==> config.mk <==
export PLATFORM = sky130hd
export DESIGN_NAME = aes_round_ctrl
export DESIGN_NICKNAME = d
export VERILOG_FILES = /design/src/rtl/aes_pkg.sv /design/src/rtl/aes_round_ctrl.sv
export SDC_FILE = /design/constraint.sdc
export NUM_CORES = 1
export LEC_CHECK = 0
export BUFFER_PORTS_ARGS = -buffer_cell sky130_fd_sc_hd__buf_2
export CORE_AREA = 2 2 39 41
export CTS_CLUSTER_DIAMETER = 50
export DETAILED_ROUTE_END_ITERATION = 10
export DIE_AREA = 0 0 41 43
export PLACE_DENSITY_LB_ADDON = 0.12
export REMOVE_ABC_BUFFERS = 1
export SLEW_MARGIN = 10
export SYNTH_ARGS = -nofsm -noshare
export SYNTH_HDL_FRONTEND = slang
export SYNTH_SLANG_ARGS = --single-unit
export TNS_END_PERCENT = 20
==> constraint.sdc <==
create_clock -name clk -period 3.9 [get_ports clk]
set_clock_uncertainty 0.05 [all_clocks]
set_input_delay 0.78 -clock clk [delete_from_list [all_inputs] [get_ports clk]]
set_output_delay 0.78 -clock clk [all_outputs]
set_load 0.02 [all_outputs]
==> src/rtl/aes_pkg.sv <==
// aes_pkg: controller state type and round-count helper shared with the round datapath
package aes_pkg;
  typedef enum logic [1:0] {IDLE, KINIT, ROUND, DONE} aes_ctrl_state_t;
  function automatic int aes_nr(int k);
    return k == 256 ? 14 : k == 192 ? 12 : 10;
  endfunction
endpackage

==> src/rtl/aes_round_ctrl.sv <==
// aes_round_ctrl: sequences one AES encryption (load, key-schedule restart, rounds 0..NR, hold result)
module aes_round_ctrl
  import aes_pkg::*;
#(
  parameter int K = 128
) (
  input  logic       clk,
  input  logic       reset,
  input  logic       start,
  output logic       start_ready,
  output logic       load_en,
  output logic       kx_reset,
  output logic [3:0] round,
  output logic       first_round,
  output logic       last_round,
  output logic       out_valid,
  input  logic       out_ready,
  output logic       busy
);
  localparam logic [3:0] NR = 4'(aes_nr(K));
  if (K != 128 && K != 192 && K != 256) begin : g_bad_k
    $error("aes_round_ctrl: K must be 128, 192 or 256");
  end
  aes_ctrl_state_t state;
  logic [3:0] rnd;
  always_ff @(posedge clk)
    if (reset) begin
      state <= IDLE;
      rnd   <= '0;
    end else
      case (state)
        IDLE:  if (start) state <= KINIT;
        KINIT: begin
          state <= ROUND;
          rnd   <= '0;
        end
        ROUND: if (rnd >= NR) begin
          state <= DONE;
          rnd   <= '0;
        end else rnd <= rnd + 4'd1;
        DONE:  if (out_ready) state <= IDLE;
        default: begin
          state <= IDLE;
          rnd   <= '0;
        end
      endcase
  // reset outranks start, so no load pulse can leak out of a reset cycle
  assign start_ready = state == IDLE;
  assign load_en     = start_ready & start & ~reset;
  assign kx_reset    = reset | (state == KINIT);
  assign round       = state == ROUND ? rnd : 4'd0;
  assign first_round = (state == ROUND) & (rnd == 4'd0);
  assign last_round  = (state == ROUND) & (rnd == NR);
  assign out_valid   = state == DONE;
  assign busy        = (state == KINIT) | (state == ROUND);
endmodule

==> results of run 1 <==
cell type report:
type / instances / area share (%)
clock buffer: 3 / 3.90
tap: 16 / 3.47
sequential: 6 / 20.8
multi-input combinational: 41 / 55.7
timing repair buffer: 14 / 12.1
inverter: 6 / 3.90
stage by stage:
step	hold WS (ns)	utilization (%)	cells
2_1_floorplan	0.428	-	53
3_3_place_gp	0.467	40.1	83
3_5_place_dp	0.463	40.1	83
4_1_cts	0.469	41.7	86
5_1_grt	0.499	41.7	86
6_report	0.463	41.7	86
where the power goes:
part	internal, mW	switching [mW]	leakage [nW]
sequential	0.0703	0.00885	0.0488
combinational	0.0500	0.0783	0.212
clock	0.0347	0.0211	0.0138
per-layer routing:
metal / wire [um] / share of wire [%]
met3: 42 / 4.9
met2: 362 / 42
met4: 0 / 0
met1: 455 / 53
met5: 0 / 0
registers in the layout (all words and copies together) (netlist names):
| register | flops |
|---|---|
| rnd | 4 |
| state | 2 |
cells in the mapped netlist:
| cell type | n | area (um^2) |
|---|---|---|
| nor3_1 | 1 | 5.00 |
| and3b_1 | 1 | 8.76 |
| nor3b_1 | 1 | 7.51 |
| nand4b_1 | 2 | 17.5 |
| nand2_1 | 2 | 7.51 |
| ha_1 | 7 | 87.6 |
| o31ai_2 | 1 | 12.5 |
| nor4bb_1 | 1 | 10.0 |
| and3_1 | 1 | 6.26 |
| o211ai_1 | 1 | 7.51 |
| nor2_1 | 1 | 3.75 |
| and2_1 | 4 | 25.0 |
| nand2b_1 | 6 | 37.5 |
| o21bai_1 | 1 | 7.51 |
| or2b_1 | 1 | 7.51 |
| dfxtp_1 | 6 | 120 |
| or2_2 | 1 | 6.26 |
| a31oi_1 | 1 | 6.26 |
| mux2i_1 | 2 | 20.0 |
| a222oi_1 | 1 | 10.0 |
| clkbuf_1 | 2 | 7.51 |
| o21ai_0 | 1 | 5.00 |
| nand4_1 | 2 | 12.5 |
| a21oi_1 | 2 | 10.0 |
| inv_1 | 6 | 22.5 |
path summary, 6_finish.rpt:
path             from          to  slack [ns]
max          state[0]  last_round        1.52
min          state[1]    state[1]        0.46
max reg2reg    rnd[0]    state[0]        2.27
min reg2reg  state[1]    state[1]        0.46
logic make-up (layout without fill, tap and decap cells):
logic type	after synthesis	in the layout
and+or+nand+nor	24	24
AOI/OAI and AO/OA	8	8
buffers and inverters	8	23
adders and majority gates	7	7
DFF	6	6
muxes	2	2
worst max-delay path: cells and delay by family (launching register included):
kind / cells / cell delay [ns]
simple gates: 2 / 0.38
flops: 1 / 0.37
fa+ha+maj: 1 / 0.33
buf+inv: 2 / 0.23
layout by cell type, fill, tap and decap left out, types with 2 or more instances in the layout:
cell type	netlist	layout
clkbuf_4	0	3
ha_1	7	7
nand4_1	2	2
dfxtp_1	6	6
nand2_1	2	2
nand2b_1	6	6
and2_1	4	4
a21oi_1	2	2
buf_2	0	14
nand4b_1	2	2
inv_1	6	6
mux2i_1	2	2
==> impl_metrics.py, run 1 <==
metrics = {
    "worst_setup_path": {
        "cp-end-kind": "output port",
        "start_kind": "flop",
        "arrival_ns": 1.55,
        "required_ns": 3.07,
        "worst_path_max_delay_cell": "dfxtp_1",
        "worstPathCellList": "inv_1, ha_1, and2_1, and3b_1, buf_2",
        "reg2reg_depth": 5,
        "critPathKind": "reg2out",
        "cp_max_fo": 12,
        "slowest_delay_ns": 0.37,
    },
    "clocking": {
        "cts.repair.resized": 0,
        "cts_tree": "yes",
        "insertion_delay_ns": 0.24,
        "clockBufferDepth": 2,
        "hold_buffers": 0,
        "cts.sinks": 6,
        "cts.clk_slew.worst_paths_ns": 0.04,
        "post_cts.repair.setup_buffers": 0,
        "cts-htree-levels": 1,
        "numCtsBuffers": 3,
        "root_buffer": "clkbuf_4",
    },
    "timing": {
        "period_needed_ns": 2.38,
        "timing.fmax_ghz": 0.421,
        "fin_tns_setup_ns": 0,
        "tightest_slew_ns": 0.505,
        "hold_violations": 0,
        "setup_ws_ns": 1.52,
        "slew_headroom_pct": 66.3,
        "rsz0062_at_grt": "no",
        "fin_crit_sh_pct": 60.9,
        "slew_violations": 0,
        "final-setup-viol-count": 0,
    },
    "cells_and_area": {
        "fin_nets": 83,
        "multi_input_area_um2": 322,
        "syn_to_final_growth_pct": 22.3,
        "seqCellArea_um2": 120,
        "fillers": 144,
        "drive_gt1_share_pct": 27.1,
        "fin_area_um2": 577,
        "antenna_cells": 0,
    },
    "synthesis": {
        "synth_top_family_by_area": "simple AND/OR/NAND/NOR gates",
        "synthMuxAreaShare_pct": 4.24,
        "synth-xor-area-share_pct": 0,
        "synthAdderAreaFrac_pct": 18.6,
        "avgSynthCellArea_um2": 8.58,
        "synth_area_um2": 472,
        "yosys.area_share.simple_pct": 32.9,
        "ys_ff_latch": 6,
        "yosysSeqAreaShare_pct": 25.5,
        "netlist_instances": 55,
        "synth_compound_area_share_pct": 12.5,
        "ys_warn_count": 0,
        "yosysUniqueCellTypes": 25,
    },
    "power": {
        "peakVddDrop_v": 0.000311,
        "p_total_uw": 263,
        "power.density_mw_per_mm2": 457,
        "leakage_nw": 0.275,
    },
    "min_path": {
        "hp-class": "reg2reg",
        "hold_depth": 2,
    },
    "routing": {
        "via_count": 412,
        "routedWlPerCell_um": 10.0,
        "wirelength_um": 860,
        "antenna_left": 0,
        "drt_iter0_drc": 5,
        "via_per_inst": 4.79,
        "firstDrtPassIters": 4,
        "route.detailed.drc": 0,
    },
    "flow_run": {
        "maxCapViolCount": 0,
    },
    "die": {
        "io_pins": 15,
        "initial_core_util_pct": 34.1,
        "coreArea_mm2": 0.00138,
        "dieArea_mm2": 0.00176,
        "die_height_um": 43,
        "die_w_um": 41,
        "placementRows": 14,
    },
    "grt": {
        "grt_use_met1_pct": 17.1,
        "grt_overflow_total": 0,
        "use_met3_pct": 7.85,
        "grt.total_usage_pct": 11.8,
        "grt_pass1_vias": 325,
        "grt_max_degree": 13,
        "grt_most_used_layer": "met1",
        "grt_first_pass_wirelength_mm": 1.42,
        "antenna_found_initial": 0,
        "use_met2_pct": 15.3,
    },
    "placed_design": {
        "routabilityCongestion": 0.745,
        "port_buffers": 14,
        "pre_cts_slack_ns": 1.67,
        "hpwl_um": 669,
        "dpl-instance-area_um2": 554,
    },
    "run_status": {
        "status": "finished, final reports clean",
    },
}
Power figures use the tool's default switching activity.
==> run 2, diff against run 1 <==
Clock period 3.9 ns to 2.3 ns, I/O delays scaled along.
==> impl_metrics.py, run 2 (synthesis results as in run 1) <==
metrics = {
    "cells_and_area": {
        "largest_register_ffs": 4,
        "syn_to_final_growth_pct": 22.3,
        "drive_gt1_share_pct": 27.1,
        "most-common-layout-cells": "buf_2 (14), ha_1 (7), inv_1 (6), nand2b_1 (6), dfxtp_1 (6)",
        "top_register": "rnd",
        "final_common_cell": "buf_2",
        "fillers": 146,
        "reg_top3": "rnd x4, state x2",
        "fin_area_um2": 577,
        "antenna_cells": 0,
        "fin_nets": 83,
    },
    "die": {
        "initial_core_util_pct": 34.1,
        "dieArea_mm2": 0.00176,
        "io_pins": 15,
        "coreArea_mm2": 0.00138,
        "die_height_um": 43,
        "placementRows": 14,
        "die_w_um": 41,
    },
    "routing": {
        "drt_iter0_drc": 7,
        "route.detailed.drc": 0,
        "antenna_left": 0,
        "routedWlPerCell_um": 10.9,
        "via_count": 417,
        "via_per_inst": 4.85,
        "wirelength_um": 941,
        "firstDrtPassIters": 4,
    },
    "timing": {
        "tightest_slew_ns": 0.501,
        "hold_violations": 0,
        "slew_violations": 0,
        "timing.fmax_ghz": 0.485,
        "fin_crit_sh_pct": 89.7,
        "final-setup-viol-count": 0,
        "rsz0062_at_grt": "no",
        "period_needed_ns": 2.06,
        "slew_headroom_pct": 66.6,
        "fin_tns_setup_ns": 0,
    },
    "grt": {
        "grt_pass1_vias": 336,
        "grt_first_pass_wirelength_mm": 1.50,
        "grt_max_degree": 13,
        "grt_overflow_total": 0,
        "grt.total_usage_pct": 12.7,
        "antenna_found_initial": 0,
    },
    "worst_setup_path": {
        "reg2reg_depth": 5,
        "worst_path_max_delay_cell": "dfxtp_1",
        "r2r_slack_ns": 0.68,
        "r2r-start": "rnd[0]",
        "worstPathCellList": "inv_1, ha_1, and2_1, and3b_1, buf_2",
        "critPathKind": "reg2out",
        "start_kind": "flop",
        "cp-end-kind": "output port",
        "rr_endpoint": "state[0]",
        "arrival_ns": 1.55,
        "slowest_delay_ns": 0.37,
        "required_ns": 1.79,
        "cp_max_fo": 12,
    },
    "placed_design": {
        "routabilityCongestion": 0.735,
        "hpwl_um": 708,
        "port_buffers": 14,
        "dpl-instance-area_um2": 554,
    },
    "clocking": {
        "hold_buffers": 0,
        "cts_tree": "yes",
        "cts-htree-levels": 1,
        "insertion_delay_ns": 0.24,
        "clockBufferDepth": 2,
        "post_cts.repair.setup_buffers": 0,
        "cts.sinks": 6,
        "root_buffer": "clkbuf_4",
        "cts.repair.resized": 0,
        "cts.clk_slew.worst_paths_ns": 0.05,
        "numCtsBuffers": 3,
    },
    "power": {
        "seqPwrFrac_pct": 30.1,
        "pwr-share-comb_pct": 48.9,
        "switching_share_pct": 41.4,
        "pwr-share-clk_pct": 21.0,
        "peakVddDrop_v": 0.000364,
        "p_switching_uw": 186,
        "power.density_mw_per_mm2": 779,
        "internal_power_uw": 263,
        "leakage_nw": 0.275,
    },
    "min_path": {
        "min_to": "state[1]",
        "hp-start": "state[1]",
        "hold_depth": 2,
        "hp-class": "reg2reg",
    },
    "flow_run": {
        "maxCapViolCount": 0,
    },
    "run_status": {
        "status": "finished, final reports clean",
    },
}
[run 2: cell counts in the layout (fill, tap and decap cells not counted)]
Identical to the previous run, type by type.
[run 2: worst max-delay path: cells and delay by family (launching register included)]
kind	cells	cell delay (ns)
adder cells (fa/ha/maj)	1	0.33
buffers and inverters	2	0.23
flip-flops	1	0.37
AND/OR/NAND/NOR	2	0.38
[run 2: how the worst max path moves through the flow]
| stage | start | end | slack, ns | depth (start not counted) |
|---|---|---|---|---|
| finish | state[0] | last_round | 0.24 | 5 |
| global route | state[0] | last_round | 0.12 | 5 |
| CTS | state[0] | last_round | 0.22 | 5 |
| detailed placement | state[0] | last_round | 0.50 | 5 |
| global placement | state[0] | last_round | 0.52 | 5 |
| floorplan | state[0] | last_round | 0.51 | 4 |
[run 2: final cells by class]
type | instances | area (um^2) | area share, %
multi-input combinational | 41 | 322 | 55.7
sequential | 6 | 120 | 20.8
timing repair buffer | 14 | 70.1 | 12.1
inverter | 6 | 22.5 | 3.90
clock buffer | 3 | 22.5 | 3.90
tap | 16 | 20.0 | 3.47
[run 2: power by group through the flow]
| stage | sequential [mW] | combinational (mW) | clock (mW) |
|---|---|---|---|
| final | 0.135 | 0.220 | 0.0945 |
| after global routing | 0.137 | 0.244 | 0.107 |
| after CTS | 0.135 | 0.222 | 0.102 |
| after detailed placement | 0.137 | 0.221 | 0 |
| after global placement | 0.136 | 0.222 | 0 |
| after floorplan | 0.133 | 0.164 | 0 |
[run 2: layer usage]
layer / share of wire [%] / global-route usage [%] / vias up
met5: 0 / 0 / -
met4: 0.64 / 10.0 / 0
met3: 2.9 / 3.14 / 2
met2: 44 / 15.3 / 7
met1: 52 / 18.1 / 185
li1: - / - / 223
[run 2: stage by stage]
stage	setup slack [ns]	util [%]	hold WS, ns	power, mW	instances
global route	0.121	41.7	0.479	0.489	86
finish	0.237	41.7	0.468	0.449	86
floorplan	0.515	-	0.428	0.298	53
detailed placement	0.498	40.1	0.465	0.358	83
CTS	0.219	41.7	0.471	0.459	86
global placement	0.518	40.1	0.455	0.359	83
